===== src/rtl/dab_arb_if.sv =====
// Bus bundle between the four requesters, the dab_arb arbiter and the shared target.
// The arbiter uses the slave view; the requesters and target together use the master view.
interface dab_arb_if #(
  parameter int DWIDTH = 64
);
  logic [3:0]          m_rd;
  logic [3:0]          m_wr;
  logic [127:0]        m_addr;
  logic [4*DWIDTH-1:0] m_datain;
  logic [15:0]         m_sel;
  logic [15:0]         m_selh;
  logic [DWIDTH-1:0]   m_dataout;
  logic [3:0]          m_ready;
  logic                s_rd;
  logic                s_wr;
  logic [31:0]         s_addr;
  logic [DWIDTH-1:0]   s_datain;
  logic [3:0]          s_sel;
  logic [3:0]          s_selh;
  logic [DWIDTH-1:0]   s_dataout;
  logic                s_ready;
  logic [3:0]          ovf_err;
  logic                to_err;

  modport slave (
    input  m_rd, m_wr, m_addr, m_datain, m_sel, m_selh, s_dataout, s_ready,
    output m_dataout, m_ready, s_rd, s_wr, s_addr, s_datain, s_sel, s_selh, ovf_err, to_err
  );

  modport master (
    output m_rd, m_wr, m_addr, m_datain, m_sel, m_selh, s_dataout, s_ready,
    input  m_dataout, m_ready, s_rd, s_wr, s_addr, s_datain, s_sel, s_selh, ovf_err, to_err
  );
endinterface


===== src/rtl/dab_arb.sv =====
// Four-port round-robin arbiter in front of a single shared target: one outstanding
// request per port, one target command at a time, optional target timeout.
module dab_arb #(
  parameter int DWIDTH  = 64,
  parameter int TIMEOUT = 255
) (
  input logic      HCLK,
  input logic      HRESETn,
  dab_arb_if.slave bus
);

  typedef enum logic {IDLE, WAIT} state_t;

  state_t            state;
  logic [3:0]        pend_vld;
  logic [3:0]        pend_wr;
  logic [31:0]       pend_addr [4];
  logic [DWIDTH-1:0] pend_data [4];
  logic [3:0]        pend_sel  [4];
  logic [3:0]        pend_selh [4];
  logic [1:0]        rr_ptr;
  logic [1:0]        grant;
  logic [1:0]        next_grant;
  logic [1:0]        scan_idx;
  logic              any_pend;
  logic [31:0]       wait_cnt;
  logic [3:0]        req;
  logic [3:0]        busy;
  logic [3:0]        accept;
  logic [3:0]        drop;
  logic              timeout_hit;
  logic              done;

  // A port that already holds a request (granted or not) cannot take another.
  always_comb begin
    req  = bus.m_rd | bus.m_wr;
    busy = pend_vld;
    if (state == WAIT) busy[grant] = 1'b1;
    accept = req & ~busy;
    drop   = req & busy;
  end

  // Scan from the farthest offset inward so the nearest pending port after rr_ptr wins.
  always_comb begin
    next_grant = rr_ptr;
    any_pend   = 1'b0;
    scan_idx   = rr_ptr;
    for (int k = 3; k >= 0; k--) begin
      scan_idx = rr_ptr + 2'(k);
      if (pend_vld[scan_idx]) begin
        next_grant = scan_idx;
        any_pend   = 1'b1;
      end
    end
  end

  assign timeout_hit = (TIMEOUT != 0) && (wait_cnt == 32'(TIMEOUT - 1)) && !bus.s_ready;
  assign done        = (state == WAIT) && (bus.s_ready || timeout_hit);

  always_ff @(posedge HCLK or negedge HRESETn) begin
    if (!HRESETn) begin
      pend_vld <= '0;
      pend_wr  <= '0;
      for (int i = 0; i < 4; i++) begin
        pend_addr[i] <= '0;
        pend_data[i] <= '0;
        pend_sel[i]  <= '0;
        pend_selh[i] <= '0;
      end
    end else begin
      for (int i = 0; i < 4; i++) begin
        if (accept[i]) begin
          pend_vld[i]  <= 1'b1;
          pend_wr[i]   <= bus.m_wr[i];
          pend_addr[i] <= bus.m_addr[32*i +: 32];
          pend_data[i] <= bus.m_datain[DWIDTH*i +: DWIDTH];
          pend_sel[i]  <= bus.m_sel[4*i +: 4];
          pend_selh[i] <= bus.m_selh[4*i +: 4];
        end else if (done && grant == 2'(i)) begin
          pend_vld[i] <= 1'b0;
        end
      end
    end
  end

  always_ff @(posedge HCLK or negedge HRESETn) begin
    if (!HRESETn) begin
      state         <= IDLE;
      rr_ptr        <= '0;
      grant         <= '0;
      wait_cnt      <= '0;
      bus.m_ready   <= '0;
      bus.m_dataout <= '0;
      bus.s_rd      <= 1'b0;
      bus.s_wr      <= 1'b0;
      bus.s_addr    <= '0;
      bus.s_datain  <= '0;
      bus.s_sel     <= '0;
      bus.s_selh    <= '0;
      bus.ovf_err   <= '0;
      bus.to_err    <= 1'b0;
    end else begin
      bus.m_ready <= '0;
      bus.s_rd    <= 1'b0;
      bus.s_wr    <= 1'b0;
      bus.to_err  <= 1'b0;
      bus.ovf_err <= drop;
      case (state)
        IDLE: begin
          if (any_pend) begin
            grant        <= next_grant;
            bus.s_addr   <= pend_addr[next_grant];
            bus.s_datain <= pend_data[next_grant];
            bus.s_sel    <= pend_sel[next_grant];
            bus.s_selh   <= pend_selh[next_grant];
            bus.s_wr     <= pend_wr[next_grant];
            bus.s_rd     <= !pend_wr[next_grant];
            wait_cnt     <= '0;
            state        <= WAIT;
          end
        end
        WAIT: begin
          // A timed-out transfer completes like a normal one but returns zero data.
          if (done) begin
            bus.m_ready   <= 4'b0001 << grant;
            bus.m_dataout <= (bus.s_ready && !pend_wr[grant]) ? bus.s_dataout : '0;
            bus.to_err    <= !bus.s_ready;
            rr_ptr        <= grant + 2'd1;
            state         <= IDLE;
          end else begin
            wait_cnt <= wait_cnt + 32'd1;
          end
        end
        default: state <= IDLE;
      endcase
    end
  end

endmodule


===== src/flat_wrapper.sv =====
// flat-port wrapper written by rule: the top's interface ports become plain ports
module dab_arb_flat 
#(
  parameter int DWIDTH  = 64,
  parameter int TIMEOUT = 255
)
  (HCLK, HRESETn, bus_m_rd, bus_m_wr, bus_m_addr, bus_m_datain, bus_m_sel, bus_m_selh, bus_s_dataout, bus_s_ready, bus_m_dataout, bus_m_ready, bus_s_rd, bus_s_wr, bus_s_addr, bus_s_datain, bus_s_sel, bus_s_selh, bus_ovf_err, bus_to_err);
  dab_arb_if #(.DWIDTH(DWIDTH)) bus_i ();
  input logic HCLK;
  input logic HRESETn;
  input wire logic [$bits(bus_i.m_rd)-1:0] bus_m_rd;
  input wire logic [$bits(bus_i.m_wr)-1:0] bus_m_wr;
  input wire logic [$bits(bus_i.m_addr)-1:0] bus_m_addr;
  input wire logic [$bits(bus_i.m_datain)-1:0] bus_m_datain;
  input wire logic [$bits(bus_i.m_sel)-1:0] bus_m_sel;
  input wire logic [$bits(bus_i.m_selh)-1:0] bus_m_selh;
  input wire logic [$bits(bus_i.s_dataout)-1:0] bus_s_dataout;
  input wire logic [$bits(bus_i.s_ready)-1:0] bus_s_ready;
  output wire logic [$bits(bus_i.m_dataout)-1:0] bus_m_dataout;
  output wire logic [$bits(bus_i.m_ready)-1:0] bus_m_ready;
  output wire logic [$bits(bus_i.s_rd)-1:0] bus_s_rd;
  output wire logic [$bits(bus_i.s_wr)-1:0] bus_s_wr;
  output wire logic [$bits(bus_i.s_addr)-1:0] bus_s_addr;
  output wire logic [$bits(bus_i.s_datain)-1:0] bus_s_datain;
  output wire logic [$bits(bus_i.s_sel)-1:0] bus_s_sel;
  output wire logic [$bits(bus_i.s_selh)-1:0] bus_s_selh;
  output wire logic [$bits(bus_i.ovf_err)-1:0] bus_ovf_err;
  output wire logic [$bits(bus_i.to_err)-1:0] bus_to_err;
  assign bus_i.m_rd = bus_m_rd;
  assign bus_i.m_wr = bus_m_wr;
  assign bus_i.m_addr = bus_m_addr;
  assign bus_i.m_datain = bus_m_datain;
  assign bus_i.m_sel = bus_m_sel;
  assign bus_i.m_selh = bus_m_selh;
  assign bus_i.s_dataout = bus_s_dataout;
  assign bus_i.s_ready = bus_s_ready;
  assign bus_m_dataout = bus_i.m_dataout;
  assign bus_m_ready = bus_i.m_ready;
  assign bus_s_rd = bus_i.s_rd;
  assign bus_s_wr = bus_i.s_wr;
  assign bus_s_addr = bus_i.s_addr;
  assign bus_s_datain = bus_i.s_datain;
  assign bus_s_sel = bus_i.s_sel;
  assign bus_s_selh = bus_i.s_selh;
  assign bus_ovf_err = bus_i.ovf_err;
  assign bus_to_err = bus_i.to_err;
  dab_arb #(.DWIDTH(DWIDTH), .TIMEOUT(TIMEOUT)) u_core (.HCLK(HCLK), .HRESETn(HRESETn), .bus(bus_i));
endmodule

===== config.mk =====
export PLATFORM = sky130hd
export DESIGN_NAME = dab_arb_flat
export DESIGN_NICKNAME = d
export VERILOG_FILES = /design/src/rtl/dab_arb_if.sv /design/src/rtl/dab_arb.sv /design/src/flat_wrapper.sv
export SDC_FILE = /design/constraint.sdc
export NUM_CORES = 1
export LEC_CHECK = 0
export ABC_CLOCK_PERIOD_IN_PS = 2400
export CAP_MARGIN = 20
export CORE_MARGIN = 2
export CORE_UTILIZATION = 35
export DETAILED_ROUTE_END_ITERATION = 7
export GPL_ROUTABILITY_DRIVEN = 0
export PLACE_DENSITY_LB_ADDON = 0.1
export SYNTH_ARGS = -nofsm -noshare
export SYNTH_HDL_FRONTEND = slang
export SYNTH_SLANG_ARGS = --single-unit

===== constraint.sdc =====
create_clock -name HCLK -period 2.4 [get_ports HCLK]
set_clock_uncertainty 0.1 [all_clocks]
set_input_delay 0.48 -clock HCLK [delete_from_list [all_inputs] [get_ports HCLK]]
set_output_delay 0.48 -clock HCLK [all_outputs]
set_load 0.05 [all_outputs]

* Word level (Yosys, flattened, before mapping)
Index checks and enable logic that the tools add are counted.
** Storage, ports and cells
- Flip-flop bits (word level) :: 640
- Input port bits :: 491
- Output and inout port bits :: 179
- Logic and storage cells :: 143
** Operators by class
- Add/subtract/negate cells :: 5
- $lt $le $gt $ge :: 8
- Equality and inequality tests :: 6
- Shift operators :: 1
- Muxes and demuxes :: 58
- Bitwise gates (word level) :: 7
- Reduce and logical (&&, ||, !) cells :: 20
** Operators with widths (number)
- 2-to-1 mux 64 bit :: 3
- binary-select mux 64 bit (select 2 bit) :: 1
- 2-to-1 mux 32 bit :: 4
- binary-select mux 32 bit (select 2 bit) :: 1
- case mux 32 bit (2 select lines) :: 1
- adder 32 x 1 -> 32 bit (second input constant) :: 1
- == test 32 x 8 -> 1 bit (second input constant) :: 1
- 2-to-1 mux 4 bit :: 7
- 2-to-1 mux 1 bit :: 27
- less-than comparator 2 x 3 -> 1 bit (second input constant) :: 6
- binary-select mux 4 bit (select 2 bit) :: 2
- binary-select mux 1 bit (select 2 bit) :: 6
- bitwise AND 4 bit :: 2
- logical AND 1 bit :: 8
- 2-to-1 mux 2 bit :: 4
- bitwise OR 4 bit :: 2
- nonzero test 2 bit :: 4
- AND reduction 2 bit :: 3
- adder 2 x 1 -> 2 bit (second input constant) :: 2
- adder 2 bit (second input constant) :: 2
- == test 2 bit (second input constant) :: 2
- NOT 4 bit :: 1
- << shifter 1 x 2 -> 4 bit (first input constant) :: 1
- >= comparator 3 bit (second input constant) :: 1
- 11 further kinds :: 13

* Logic depth before layout (Yosys ltp)
Gate-level depths: netlist (run 1).
- Depth in word-level cells :: 12
- Gate-level depth with buffers :: 9
- Gate-level depth less buffers :: 7

* Worst setup path before layout (run 1)
Ideal clock, no wire load.
- Path kind :: register -> register
- Start :: register u_core.grant[0]
- End :: register u_core.pend_data[100] in the netlist's numbering
- Setup time :: 0.125 ns
- Arrival :: 2.131 ns
- Required time :: 2.175 ns
- Setup slack :: 0.044 ns
- Cell stages (with the launch flop) :: 9
- Path buffers :: 3
- Period minus slack after synthesis :: 2.356 ns
- Path through :: dfrtp_1 inv_1 ha_1 a21oi_1 nor2b_1 clkbuf_1 clkbuf_1 buf_2 mux2_2
** Between the ends
- Longest elaborated chain between the ends :: 8
- Elaborated cells on any way between the ends :: 9
- Those cells by class :: 2 x order compare; 3 x mux; 3 x bitwise; 1 x reduce/logical
** Ends and longest elaborated chain
- start: declaration :: RTL line dab_arb.sv:22 : logic [1:0] grant;
- start signal: assignment :: RTL line dab_arb.sv:111 : grant <= next_grant;
- less-than comparator 2 x 3 -> 1 bit (not written as such) / >= comparator 2 x 1 -> 1 bit (equally long branches) :: RTL line dab_arb.sv:38 : if (state == WAIT) busy[grant] = 1'b1;
- logical AND 1 bit (not written as such) :: RTL line dab_arb.sv:38
- 2-to-1 mux 1 bit (not written as such) :: RTL line dab_arb.sv:38
- demux 1 bit (select 2 bit) *
- bitwise OR 4 bit (no source line) *
- 2-to-1 mux 4 bit * :: RTL line dab_arb.sv:38
- NOT 4 bit * :: RTL line dab_arb.sv:39 : accept = req & ~busy;
- bitwise AND 4 bit * :: RTL line dab_arb.sv:39
- end signal: indexed assignment :: RTL line dab_arb.sv:76 : pend_data[i] <= bus.m_datain[DWIDTH*i +: DWIDTH];
- end: declaration :: RTL line dab_arb.sv:18 : logic [DWIDTH-1:0] pend_data [4];
Every way passes the cells marked *; elsewhere a longest branch is shown, timed or not.
A chain may end at the register's enable or synchronous reset.

* Worst setup path in the final report (run 1)
- Start :: register u_core.bus.s_addr[25]
- End :: output port bus_s_addr[25]
** RTL lines
- start: declaration :: RTL line dab_arb_if.sv:27 : output m_dataout, m_ready, s_rd, s_wr, s_addr, s_datain, s_sel, s_selh, ovf_err, to_err
- start signal: assignment :: RTL line dab_arb.sv:112 : bus.s_addr <= pend_addr[next_grant];
- end: declaration :: RTL line flat_wrapper.sv:23 : output wire logic [$bits(bus_i.s_addr)-1:0] bus_s_addr;
No word-level cell between the ends.

==> impl_metrics.prom, run 1 <==
# TYPE chip_impl_metric gauge
chip_impl_info{name="commonest_register_cell_after_synthesis",value="dfrtp_1"} 1
chip_impl_metric{name="synth.yosys.seq_area_share",unit="%"} 59.5
chip_impl_metric{name="dieArea",unit="mm2"} 0.0792
chip_impl_metric{name="grt_start_max_net_pins",unit=""} 67
chip_impl_metric{name="max_cap_violations",unit=""} 0
chip_impl_metric{name="avgRoutedWirePerCell",unit="um"} 23.8
chip_impl_metric{name="grt_remaining_overflow",unit=""} 0
chip_impl_metric{name="buffer_ports.inserted",unit=""} 669
chip_impl_metric{name="layout.cells.non_filler",unit=""} 3946
chip_impl_metric{name="layout-drive-gt1-share",unit="%"} 23.9
chip_impl_info{name="critical_path.top_delay_family",value="buffers and inverters"} 1
chip_impl_metric{name="cp.required",unit="ns"} 1.82
chip_impl_metric{name="critical_path_peak_fanout",unit=""} 2
chip_impl_metric{name="viasPerCell",unit=""} 5.17
chip_impl_metric{name="number_of_flops_mapped_to_enable_cells_by_yosys",unit=""} 0
chip_impl_info{name="critical_path_class",value="flip-flop to output port"} 1
chip_impl_metric{name="power.density",unit="mW/mm2"} 1570
chip_impl_info{name="synth.area.top_cells",value="dfrtp_1 59%, mux2_2 17%, a311oi_1 3.4%"} 1
chip_impl_metric{name="post_synth_design_cell_area",unit="mm2"} 0.0269
chip_impl_metric{name="grt_pass1_vias",unit=""} 21689
chip_impl_metric{name="detailedRoute.firstPassIterationCount",unit=""} 5
chip_impl_metric{name="layout.filler_cells",unit=""} 6738
chip_impl_metric{name="critical_path_arrival",unit="ns"} 1.77
chip_impl_metric{name="synthesis.nets",unit=""} 2628
chip_impl_info{name="run_status",value="completed"} 1
chip_impl_info{name="cts_tree",value="yes"} 1
chip_impl_metric{name="timing.critical_path.buf_inv",unit=""} 1
chip_impl_metric{name="finalWirelength",unit="um"} 93800
chip_impl_metric{name="max_clock_freq",unit="MHz"} 425
chip_impl_metric{name="h-tree-depth",unit=""} 3
chip_impl_metric{name="antenna_left",unit=""} 0
chip_impl_metric{name="die-height",unit="um"} 281
chip_impl_metric{name="hold_viol",unit=""} 0
chip_impl_info{name="cp_cell_sequence",value="clkdlybuf4s50_1"} 1
chip_impl_metric{name="numCtsBuffers",unit=""} 73
chip_impl_metric{name="design.core.area",unit="mm2"} 0.0761
chip_impl_metric{name="worstMarginPinSlew",unit="ns"} 0.655
chip_impl_metric{name="cts-root-to-sink-buffers",unit=""} 3
chip_impl_metric{name="floorplan.rows",unit=""} 101
chip_impl_metric{name="grt_usage",unit="%"} 23.4
chip_impl_metric{name="synth-seq-cells",unit=""} 640
chip_impl_metric{name="irDropWorstVdd",unit="mV"} 0.979
chip_impl_metric{name="setup_viol_count_final",unit=""} 0
chip_impl_metric{name="detailed_router_s_first_iteration_violation_count",unit=""} 1223
chip_impl_metric{name="initial_core_util",unit="%"} 35.4
chip_impl_info{name="setup.worst_path.end_class",value="output port"} 1
chip_impl_metric{name="final_nets",unit=""} 3336
chip_impl_metric{name="placement.setup.worst_slack",unit="ns"} -0.112
chip_impl_metric{name="placedCellCount",unit=""} 3792
chip_impl_metric{name="final-max-slew-violation-count",unit=""} 0
chip_impl_metric{name="detailed_place_hpwl",unit="um"} 65900
chip_impl_metric{name="cp_slowest_stage_delay",unit="ns"} 0.81
chip_impl_metric{name="io_pins",unit=""} 670
chip_impl_metric{name="final_critical_path_setup_slack",unit="ns"} 0.0479
chip_impl_info{name="crit_slowest_cell",value="clkdlybuf4s50_1"} 1
chip_impl_metric{name="clkLatencyLatePin",unit="ns"} 0.62
chip_impl_metric{name="routed-via-count",unit=""} 20398
chip_impl_metric{name="grt_pass1_wl",unit="um"} 139000
chip_impl_metric{name="ys_warn_count",unit=""} 0
chip_impl_metric{name="syn_area_per_cell",unit="um2"} 12.6
chip_impl_metric{name="post-route-period-util",unit="%"} 98.0
chip_impl_metric{name="relSlewSlack",unit="%"} 56.5
chip_impl_metric{name="antenna_violations_before_repair",unit=""} 29
chip_impl_info{name="cell_at_the_root_of_the_clock_tree",value="clkbuf_16"} 1
chip_impl_info{name="cp-start-kind",value="flip-flop"} 1
chip_impl_metric{name="min_period",unit="ns"} 2.35
chip_impl_metric{name="hold_slack",unit="ns"} 0.334
chip_impl_metric{name="synth_cell_types",unit=""} 55
chip_impl_metric{name="synthArstFlopShare",unit="%"} 100
chip_impl_info{name="synth.largest_area_cell",value="dfrtp_1"} 1
chip_impl_info{name="min-delay-path-class",value="primary input to asynchronous set/reset pin"} 1
chip_impl_metric{name="clk_pin_slew_worst_paths",unit="ns"} 0.06
chip_impl_metric{name="static-leakage-power",unit="nW"} 16.5
chip_impl_metric{name="drc_errors",unit=""} 0
chip_impl_metric{name="synthDominantCellAreaShare",unit="%"} 59.5
chip_impl_metric{name="post_synth_inst_count",unit=""} 2131
chip_impl_metric{name="area_growth_syn_to_layout",unit="%"} 43.4
chip_impl_metric{name="die_width",unit="um"} 281
chip_impl_metric{name="cts.sink_count",unit=""} 640
[metal layers]
metal | track usage, % | part of all wire (%) | vias up
met3 | 5.23 | 6.1 | 152
met4 | 7.92 | 2.9 | 24
met1 | 29.3 | 41 | 10389
met2 | 40.0 | 50 | 617
met5 | 0 | 0.17 | -
li1 | - | - | 9216
[placed cells by master, fill, tap and decap left out, types with 4 or more instances in the layout]
cell / count
dfrtp_1: 639
clkdlybuf4s50_1: 532
mux2_2: 418
nand2_1: 226
nor2_1: 142
and3_1: 112
dlygate4sd2_1: 105
a311oi_1: 104
a211oi_1: 102
clkbuf_16: 76
a22o_1: 67
buf_4: 67
buf_12: 56
dlymetal6s2s_1: 28
diode_2: 17
a21oi_1: 16
clkinv_2: 15
xor2_1: 13
bufinv_16: 13
clkbuf_1: 12
clkbuf_8: 12
nand4_1: 11
o21ai_0: 11
inv_1: 9
nand3_1: 9
o211ai_1: 8
or3_1: 7
ha_1: 6
nor4_1: 5
nor3_1: 4
nor2b_4: 4
o31ai_1: 4
[path summary, 6_finish.rpt]
kind,depth (start not counted),slack [ns],to,start
max in group asynchronous,4,1.03,u_core.pend_data[167],HRESETn
worst min register to register,1,0.39,u_core.bus.m_dataout[41],u_core.bus.m_dataout[41]
min in group HCLK,2,0.37,u_core.pend_data[81],bus_m_datain[145]
worst max-delay path,1,0.05,bus_s_addr[25],u_core.bus.s_addr[25]
worst min-delay path,2,0.33,u_core.pend_addr[60],HRESETn
worst max register to register,6,0.09,u_core.bus.s_datain[54],u_core.pend_vld[0]
[stage by stage]
stage | instance area, um2 | total power (W) | setup TNS, ns | util (%)
floorplan | 26900 | 0.0374 | 0 | -
global placement | 35900 | 0.0488 | -0.0487 | 47.2
detailed placement | 35900 | 0.0494 | -0.112 | 47.2
CTS | 38500 | 0.0613 | 0 | 50.6
global route | 38600 | 0.0642 | -0.0953 | 50.7
finish | 38600 | 0.0607 | 0 | 50.8
[Yosys cell counts, types with 2 or more instances]
cell,count
and3_1,112
nor2b_1,6
o41ai_1,2
clkbuf_1,97
a21o_1,3
and2_1,3
nand2b_1,3
mux2i_1,3
mux2_2,418
nor3_1,5
a211oi_1,104
o21ai_0,12
a22o_1,67
o311ai_0,3
nand3_1,9
o31ai_1,4
o2111ai_1,2
nor2_2,2
inv_1,9
ha_1,6
dfrtp_1,640
a311oi_1,104
nand4_1,11
buf_1,9
or3_1,8
a21oi_1,18
buf_4,6
a2111oi_0,2
o211ai_1,8
nor4_1,5
nor2_1,144
buf_2,44
xor2_1,13
nand2_1,228
[sequential cells by signal, summed over array words and instances, names as in the netlist, 16 cells and up]
name / flops
u_core.pend_data: 256
u_core.bus.s_datain: 64
u_core.bus.m_dataout: 64
u_core.pend_addr: 128
u_core.bus.s_addr: 32
u_core.wait_cnt: 32
u_core.pend_selh: 16
u_core.pend_sel: 16
[power by group]
part / internal [W] / leakage (nW) / switching (W)
combinational: 0.0121 / 7.58 / 0.0172
clock: 0.00762 / 1.32 / 0.00471
sequential: 0.0162 / 7.63 / 0.00294
total: 0.0358 / 16.5 / 0.0248
[cell type report]
type                       count  area (um2)  area share, %
clock buffer                 100        2110           5.47
antenna                       17        42.5          0.110
multi-input combinational   1325       10300           26.7
sequential                   640       16000           41.5
inverter                       9        33.8         0.0875
clock inverter                35         559           1.45
tap                         1030        1290           3.34
timing repair buffer         790        8240           21.4
[cell families (layout without fill, tap and decap cells)]
logic type / count (synthesis) / after routing / share of synthesized area (%)
flops: 640 / 640 / 59.5
fa+ha+maj: 6 / 6 / 0.279
mux: 423 / 423 / 17.7
compound gates: 338 / 338 / 10.2
simple gates: 544 / 544 / 9.27
xor+xnor: 14 / 14 / 0.455
other cells: 0 / 17 / 0
buf+inv: 166 / 934 / 2.63
[what timing repair did]
action,in CTS,in global routing
hold buffers,1,0
buffers inserted,0,1
endpoints found under the setup margin,106,141
gates resized for setup,106,34
pin swaps,0,1
endpoints found under the hold margin,28,0
Power figures use the tool's default switching activity.
==> run 2, diff against run 1 <==
--- a/config.mk
+++ b/config.mk
@@ -5,6 +5,7 @@
 export SDC_FILE = /design/constraint.sdc
 export NUM_CORES = 1
 export LEC_CHECK = 0
+export ABC_AREA = 1
 export ABC_CLOCK_PERIOD_IN_PS = 2400
 export CAP_MARGIN = 20
 export CORE_MARGIN = 2
==> run 2 against run 1 <==
Effect of this change:
- maximum frequency shrank 0.16%
- sequential power about the same
- core utilization down 1.6 points
- clock power decreased by 7%
- routed wire length up 7.8%
- global-route usage barely moved
- clock-buffer cell count rose by 10
- sequential share of layout area is 1.5 points lower
- power grew 7.6%
- synthesized cell count rose by 33%
- final cell count grew 18%
- synthesized area up 6.6%
==> impl_metrics.prom, run 2 <==
# TYPE chip_impl_metric gauge
chip_impl_metric{name="post_dp_cell_area",unit="mm2"} 0.0374
chip_impl_metric{name="r2r_slack",unit="ns"} 0.11
chip_impl_metric{name="setup_viol_count_final",unit=""} 0
chip_impl_metric{name="floorplan.rows",unit=""} 105
chip_impl_info{name="setup.worst_path.end_class",value="output port"} 1
chip_impl_info{name="regMostFlops",value="u_core.pend_data"} 1
chip_impl_metric{name="buffer_ports.inserted",unit=""} 669
chip_impl_metric{name="detailed_place_hpwl",unit="um"} 71600
chip_impl_metric{name="post_synth_inst_count",unit=""} 2836
chip_impl_metric{name="clk_pin_slew_worst_paths",unit="ns"} 0.06
chip_impl_info{name="ys_top_cells_by_count",value="703 x nand2_1, 640 x dfrtp_1, 541 x nand3_1"} 1
chip_impl_metric{name="routed-via-count",unit=""} 23440
chip_impl_metric{name="cts-root-to-sink-buffers",unit=""} 3
chip_impl_metric{name="initial_core_util",unit="%"} 35.2
chip_impl_info{name="synth.area.top_cells",value="dfrtp_1 56%, mux2_2 16%, nand3_1 9.4%"} 1
chip_impl_metric{name="layout-drive-gt1-share",unit="%"} 19.5
chip_impl_metric{name="hold_viol",unit=""} 0
chip_impl_info{name="ff_to_ff_start",value="u_core.rr_ptr[0]"} 1
chip_impl_metric{name="hold_slack",unit="ns"} 0.310
chip_impl_metric{name="post_synth_design_cell_area",unit="mm2"} 0.0287
chip_impl_info{name="rsz0062_at_grt",value="true"} 1
chip_impl_info{name="cell_at_the_root_of_the_clock_tree",value="clkbuf_16"} 1
chip_impl_metric{name="critical_path_arrival",unit="ns"} 1.78
chip_impl_metric{name="static-leakage-power",unit="nW"} 18.3
chip_impl_metric{name="die-height",unit="um"} 290
chip_impl_metric{name="grt_pass1_vias",unit=""} 24580
chip_impl_metric{name="detailedRoute.firstPassIterationCount",unit=""} 5
chip_impl_metric{name="final-max-slew-violation-count",unit=""} 0
chip_impl_metric{name="antenna_violations_before_repair",unit=""} 26
chip_impl_metric{name="design.core.area",unit="mm2"} 0.0816
chip_impl_metric{name="irDropWorstVdd",unit="mV"} 0.865
chip_impl_metric{name="final_nets",unit=""} 4013
chip_impl_info{name="crit-reg2reg-capture",value="u_core.bus.s_sel[3]"} 1
chip_impl_metric{name="grt_usage",unit="%"} 23.4
chip_impl_info{name="critical_path.top_delay_family",value="buffers and inverters"} 1
chip_impl_info{name="most-common-layout-cells",value="696 x nand2_1, 639 x dfrtp_1, 538 x nand3_1, 518 x clkdlybuf4s50_1, 407 x mux2_2"} 1
chip_impl_metric{name="antenna_left",unit=""} 0
chip_impl_metric{name="max_cap_violations",unit=""} 0
chip_impl_metric{name="number_of_flops_mapped_to_enable_cells_by_yosys",unit=""} 0
chip_impl_info{name="setup.worst_path.start",value="u_core.bus.m_dataout[42]"} 1
chip_impl_metric{name="area_growth_syn_to_layout",unit="%"} 39.6
chip_impl_metric{name="relSlewSlack",unit="%"} 57.6
chip_impl_info{name="critical_path_class",value="flip-flop to output port"} 1
chip_impl_metric{name="grt_pass1_wl",unit="um"} 152000
chip_impl_info{name="cp-start-kind",value="flip-flop"} 1
chip_impl_info{name="synth.largest_area_cell",value="dfrtp_1"} 1
chip_impl_info{name="cp_cell_sequence",value="clkdlybuf4s50_1"} 1
chip_impl_metric{name="max_clock_freq",unit="MHz"} 424
chip_impl_metric{name="ff2ff_path_depth",unit=""} 15
chip_impl_metric{name="numCtsBuffers",unit=""} 75
chip_impl_metric{name="synth_cell_types",unit=""} 29
chip_impl_metric{name="grt_start_max_net_pins",unit=""} 72
chip_impl_metric{name="timing.critical_path.buf_inv",unit=""} 1
chip_impl_metric{name="cp_slowest_stage_delay",unit="ns"} 0.81
chip_impl_metric{name="io_pins",unit=""} 670
chip_impl_metric{name="clkLatencyLatePin",unit="ns"} 0.62
chip_impl_metric{name="synth.yosys.seq_area_share",unit="%"} 55.8
chip_impl_metric{name="syn_area_per_cell",unit="um2"} 10.1
chip_impl_info{name="layout.cells.most_common",value="nand2_1"} 1
chip_impl_metric{name="ys_warn_count",unit=""} 0
chip_impl_metric{name="detailed_router_s_first_iteration_violation_count",unit=""} 1317
chip_impl_metric{name="finalWirelength",unit="um"} 101000
chip_impl_info{name="layout_top_registers",value="u_core.pend_data x256, u_core.pend_addr x128"} 1
chip_impl_metric{name="h-tree-depth",unit=""} 3
chip_impl_metric{name="viasPerCell",unit=""} 5.04
chip_impl_info{name="most_repeated_cell_in_the_gate_level_netlist_after_synthesis",value="nand2_1"} 1
chip_impl_metric{name="avgRoutedWirePerCell",unit="um"} 21.7
chip_impl_metric{name="power.density",unit="mW/mm2"} 1630
chip_impl_metric{name="synthDominantCellAreaShare",unit="%"} 55.8
chip_impl_metric{name="synthesis.nets",unit=""} 3333
chip_impl_info{name="commonest_register_cell_after_synthesis",value="dfrtp_1"} 1
chip_impl_metric{name="final_critical_path_setup_slack",unit="ns"} 0.0441
chip_impl_metric{name="drc_errors",unit=""} 0
chip_impl_metric{name="synth-seq-cells",unit=""} 640
chip_impl_metric{name="dieArea",unit="mm2"} 0.0843
chip_impl_metric{name="critical_path_peak_fanout",unit=""} 2
chip_impl_metric{name="die_width",unit="um"} 290
chip_impl_metric{name="synthArstFlopShare",unit="%"} 100
chip_impl_info{name="crit_slowest_cell",value="clkdlybuf4s50_1"} 1
chip_impl_info{name="min-delay-path-class",value="primary input to asynchronous set/reset pin"} 1
chip_impl_info{name="cts_tree",value="yes"} 1
chip_impl_metric{name="worstMarginPinSlew",unit="ns"} 0.638
chip_impl_metric{name="report.power.total",unit="W"} 0.0653
chip_impl_info{name="run_status",value="completed"} 1
chip_impl_metric{name="cp.required",unit="ns"} 1.82
chip_impl_metric{name="placement.setup.worst_slack",unit="ns"} -0.0108
chip_impl_metric{name="number_of_flip_flops_in_the_largest_register",unit=""} 256
chip_impl_metric{name="postLayoutCellArea",unit="mm2"} 0.0401
chip_impl_metric{name="min_period",unit="ns"} 2.36
chip_impl_metric{name="grt_remaining_overflow",unit=""} 0
chip_impl_metric{name="post-route-period-util",unit="%"} 98.2
chip_impl_metric{name="cts.sink_count",unit=""} 640
run 2: changes by cell type in the layout (fill, tap and decap cells not counted), moves of 33 or more:
cell	previous run	this run
o21ai_0	11	44
nand2_1	226	696
a22o_1	67	0
and3_1	112	0
a211oi_1	102	0
a311oi_1	104	0
inv_1	9	48
nand3_1	9	538
run 2: metrics by stage:
step | setup TNS (ns) | cells | util [%]
global placement | -0.716 | 4500 | 45.8
detailed placement | -0.0482 | 4500 | 45.8
global route | -0.0163 | 4648 | 49.1
CTS | 0 | 4632 | 48.7
finish | 0 | 4655 | 49.1
floorplan | 0 | 2836 | -
run 2: timing repair:
item,CTS,global route
resized for setup,124,40
buffers inserted,0,2
pin swaps,0,2
gates cloned,0,6
hold buffers,1,0
setup endpoints to repair,124,164
endpoints found under the hold margin,29,0
run 2: area by class of cell:
class,instances,area [um2]
multi-input cells,1952,11600
flip-flops and latches,640,16000
clock inverters,21,253
clock buffers,110,2230
well taps,1070,1340
diodes,15,37.5
inverters,53,206
fillers,7549,41500
repair buffers,794,8370
run 2: how the worst max path moves through the flow:
stage,to,slack (ns),cells after the start
finish,bus_m_dataout[42],0.04,1
global route,u_core.bus.s_addr[5],-0.009,14
CTS,bus_s_datain[6],0.0002,1
detailed placement,u_core.pend_data[29],-0.01,6
global placement,u_core.pend_data[27],-0.03,6
floorplan,u_core.pend_data[222],0.34,7
run 2: power by group:
group | leakage, nW | total (W) | switching (W) | internal, W
sequential | 7.74 | 0.0191 | 0.00297 | 0.0161
clock | 1.23 | 0.0115 | 0.00462 | 0.00688
combinational | 9.35 | 0.0347 | 0.0211 | 0.0136
total | 18.3 | 0.0653 | 0.0287 | 0.0366
run 2: kinds of logic after synthesis:
logic type	Yosys count	share of synthesized area, %
buf+inv	244	4.11
flops	640	55.8
compound gates	92	1.61
simple gates	1418	21.4
fa+ha+maj	6	0.262
mux	407	16.0
xor+xnor	29	0.885
run 2: per-layer routing:
metal | vias to the layer above | wire length (um) | track usage, %
li1 | 10900 | - | -
met4 | 24 | 2900 | 7.36
met1 | 11660 | 42100 | 29.5
met2 | 687 | 49800 | 39.7
met3 | 169 | 6170 | 5.45
met5 | - | 159 | 0
==> run 3, diff against run 2 <==
--- a/config.mk
+++ b/config.mk
@@ -12,6 +12,7 @@
 export CORE_UTILIZATION = 35
 export DETAILED_ROUTE_END_ITERATION = 7
 export GPL_ROUTABILITY_DRIVEN = 0
+export MAX_ROUTING_LAYER = met4
 export PLACE_DENSITY_LB_ADDON = 0.1
 export SYNTH_ARGS = -nofsm -noshare
 export SYNTH_HDL_FRONTEND = slang
==> run 3 against run 2 <==
Effect of this change:
- routed wire length about the same
- core utilization about the same
- combinational power about the same
- sequential power about the same
- flip-flop and latch count unchanged
- hold slack got worse by 0.0066 ns
- first-iteration DRC count decreased by 1.1%
- non-clock buffer count increased by 1
- worst setup slack got worse by 0.0058 ns
- critical endpoint unchanged
==> impl_metrics.prom, run 3 (synthesis gave the netlist of run 2 again) <==
# TYPE chip_impl_metric gauge
chip_impl_metric{name="final_nets",unit=""} 4014
chip_impl_metric{name="met3RoutedLength",unit="um"} 5980
chip_impl_metric{name="layout.cells.non_filler",unit=""} 4668
chip_impl_metric{name="cts.sink_count",unit=""} 640
chip_impl_metric{name="final-max-slew-violation-count",unit=""} 0
chip_impl_info{name="regMostFlops",value="u_core.pend_data"} 1
chip_impl_metric{name="finalSetupTns",unit="ns"} 0
chip_impl_metric{name="clkLatencyLatePin",unit="ns"} 0.62
chip_impl_metric{name="power.density",unit="mW/mm2"} 1630
chip_impl_metric{name="drc_errors",unit=""} 0
chip_impl_metric{name="wl_met2",unit="um"} 49800
chip_impl_metric{name="min_period",unit="ns"} 2.36
chip_impl_metric{name="cp_slowest_stage_delay",unit="ns"} 0.81
chip_impl_metric{name="detailed_router_s_first_iteration_violation_count",unit=""} 1303
chip_impl_metric{name="viasPerCell",unit=""} 5.02
chip_impl_info{name="cp-start-kind",value="flip-flop"} 1
chip_impl_metric{name="max_cap_violations",unit=""} 0
chip_impl_metric{name="finalWirelength",unit="um"} 101000
chip_impl_info{name="rsz0062_at_grt",value="true"} 1
chip_impl_metric{name="layout-drive-gt1-share",unit="%"} 19.6
chip_impl_metric{name="floorplan.rows",unit=""} 105
chip_impl_metric{name="cp.required",unit="ns"} 1.82
chip_impl_metric{name="drt-met1-wl",unit="um"} 42500
chip_impl_metric{name="post-route-period-util",unit="%"} 98.4
chip_impl_metric{name="critical_path_arrival",unit="ns"} 1.78
chip_impl_metric{name="numCtsBuffers",unit=""} 75
chip_impl_metric{name="antenna_violations_before_repair",unit=""} 26
chip_impl_info{name="cts_tree",value="yes"} 1
chip_impl_metric{name="detailedRoute.firstPassIterationCount",unit=""} 5
chip_impl_metric{name="hold_viol",unit=""} 0
chip_impl_metric{name="layout.filler_cells",unit=""} 7540
chip_impl_metric{name="h-tree-depth",unit=""} 3
chip_impl_metric{name="io_pins",unit=""} 670
chip_impl_metric{name="initial_core_util",unit="%"} 35.2
chip_impl_metric{name="grt_pass1_vias",unit=""} 24583
chip_impl_metric{name="antenna_left",unit=""} 0
chip_impl_metric{name="critical_path_peak_fanout",unit=""} 2
chip_impl_info{name="setup.worst_path.end_class",value="output port"} 1
chip_impl_metric{name="final_critical_path_setup_slack",unit="ns"} 0.0383
chip_impl_info{name="highest_layer",value="met4"} 1
chip_impl_metric{name="relSlewSlack",unit="%"} 57.4
chip_impl_metric{name="grt_remaining_overflow",unit=""} 0
chip_impl_info{name="cp_cell_sequence",value="clkdlybuf4s50_1"} 1
chip_impl_info{name="critical_path.top_delay_family",value="buffers and inverters"} 1
chip_impl_info{name="min-delay-path-class",value="primary input to asynchronous set/reset pin"} 1
chip_impl_metric{name="multiInputGateArea",unit="mm2"} 0.0116
chip_impl_metric{name="cts-root-to-sink-buffers",unit=""} 3
chip_impl_metric{name="placedCellCount",unit=""} 4500
chip_impl_metric{name="irDropWorstVdd",unit="mV"} 0.864
chip_impl_metric{name="dieArea",unit="mm2"} 0.0843
chip_impl_metric{name="report.power.total",unit="W"} 0.0654
chip_impl_info{name="layout.cells.most_common",value="nand2_1"} 1
chip_impl_metric{name="grt_pass1_wl",unit="um"} 152000
chip_impl_metric{name="max_clock_freq",unit="MHz"} 423
chip_impl_metric{name="grt_usage",unit="%"} 24.1
chip_impl_metric{name="ff_latch_area",unit="mm2"} 0.0160
chip_impl_metric{name="worstMarginPinSlew",unit="ns"} 0.642
chip_impl_metric{name="die-height",unit="um"} 290
chip_impl_metric{name="area_growth_syn_to_layout",unit="%"} 39.7
chip_impl_info{name="critical_path_class",value="flip-flop to output port"} 1
chip_impl_metric{name="design.core.area",unit="mm2"} 0.0816
chip_impl_metric{name="number_of_flip_flops_in_the_largest_register",unit=""} 256
chip_impl_info{name="cell_at_the_root_of_the_clock_tree",value="clkbuf_16"} 1
chip_impl_metric{name="detailed_place_hpwl",unit="um"} 71600
chip_impl_metric{name="placement.setup.worst_slack",unit="ns"} -0.0108
chip_impl_metric{name="routed-via-count",unit=""} 23421
chip_impl_metric{name="setup_viol_count_final",unit=""} 0
chip_impl_metric{name="buffer_ports.inserted",unit=""} 669
chip_impl_info{name="most-common-layout-cells",value="696 x nand2_1, 639 x dfrtp_1, 536 x nand3_1, 518 x clkdlybuf4s50_1, 407 x mux2_2"} 1
chip_impl_metric{name="static-leakage-power",unit="nW"} 18.3
chip_impl_info{name="run_status",value="completed"} 1
chip_impl_metric{name="hold_slack",unit="ns"} 0.303
chip_impl_metric{name="die_width",unit="um"} 290
chip_impl_info{name="layout_top_registers",value="u_core.pend_data x256, u_core.pend_addr x128"} 1
chip_impl_metric{name="avgRoutedWirePerCell",unit="um"} 21.7
chip_impl_metric{name="timing.critical_path.buf_inv",unit=""} 1
chip_impl_metric{name="grt_start_max_net_pins",unit=""} 72
chip_impl_info{name="crit_slowest_cell",value="clkdlybuf4s50_1"} 1
chip_impl_metric{name="clk_pin_slew_worst_paths",unit="ns"} 0.06
==> run 3: cell count changes in the layout (fill, tap and decap cells not counted), sizes merged <==
cell / delta
buf: +1
diode: +12
==> run 3: power breakdown <==
group | switching (W) | internal, W | total (W)
logic | 0.0212 | 0.0137 | 0.0348
clock network | 0.00463 | 0.00688 | 0.0115
registers | 0.00297 | 0.0161 | 0.0191
==> run 3: cell type report <==
type | count | area share [%]
antenna | 27 | 0.169
clock buffer | 110 | 5.56
clock inverter | 21 | 0.630
inverter | 53 | 0.509
multi-input combinational | 1952 | 29.0
sequential | 640 | 39.9
tap | 1070 | 3.34
timing repair buffer | 795 | 20.9
==> run 3: final timing paths <==
check / startpoint / end / slack [ns] / depth (start not counted)
worst max-delay path: u_core.bus.m_dataout[42] / bus_m_dataout[42] / 0.04 / 1
worst min-delay path: HRESETn / u_core.bus.m_dataout[42] / 0.30 / 2
worst max register to register: u_core.rr_ptr[0] / u_core.bus.s_addr[14] / 0.12 / 15
worst min register to register: u_core.bus.s_selh[1] / u_core.bus.s_selh[1] / 0.38 / 2
max in group asynchronous: HRESETn / u_core.pend_data[61] / 1.04 / 3
min in group HCLK: bus_s_dataout[41] / u_core.bus.m_dataout[41] / 0.32 / 3
==> run 3: what timing repair did <==
item / 4_1_cts / 5_1_grt
endpoints found under the hold margin: 29 / 0
endpoints found under the setup margin: 124 / 164
cloned: 0 / 6
hold buffers: 1 / 0
pin swaps: 0 / 1
resized for setup: 124 / 40
setup buffers: 0 / 3
==> run 3: routing by layer <==
metal	GRT usage (%)	up-vias
met2	39.6	692
met3	5.21	161
li1	-	10918
met4	7.25	0
met5	-	-
met1	29.8	11650
==> run 3: per-stage QoR <==
step           utilization, %  area, um2
2_1_floorplan               -      28700
3_3_place_gp             45.8      37400
3_5_place_dp             45.8      37400
4_1_cts                  48.7      39700
5_1_grt                  49.1      40100
6_report                 49.1      40100
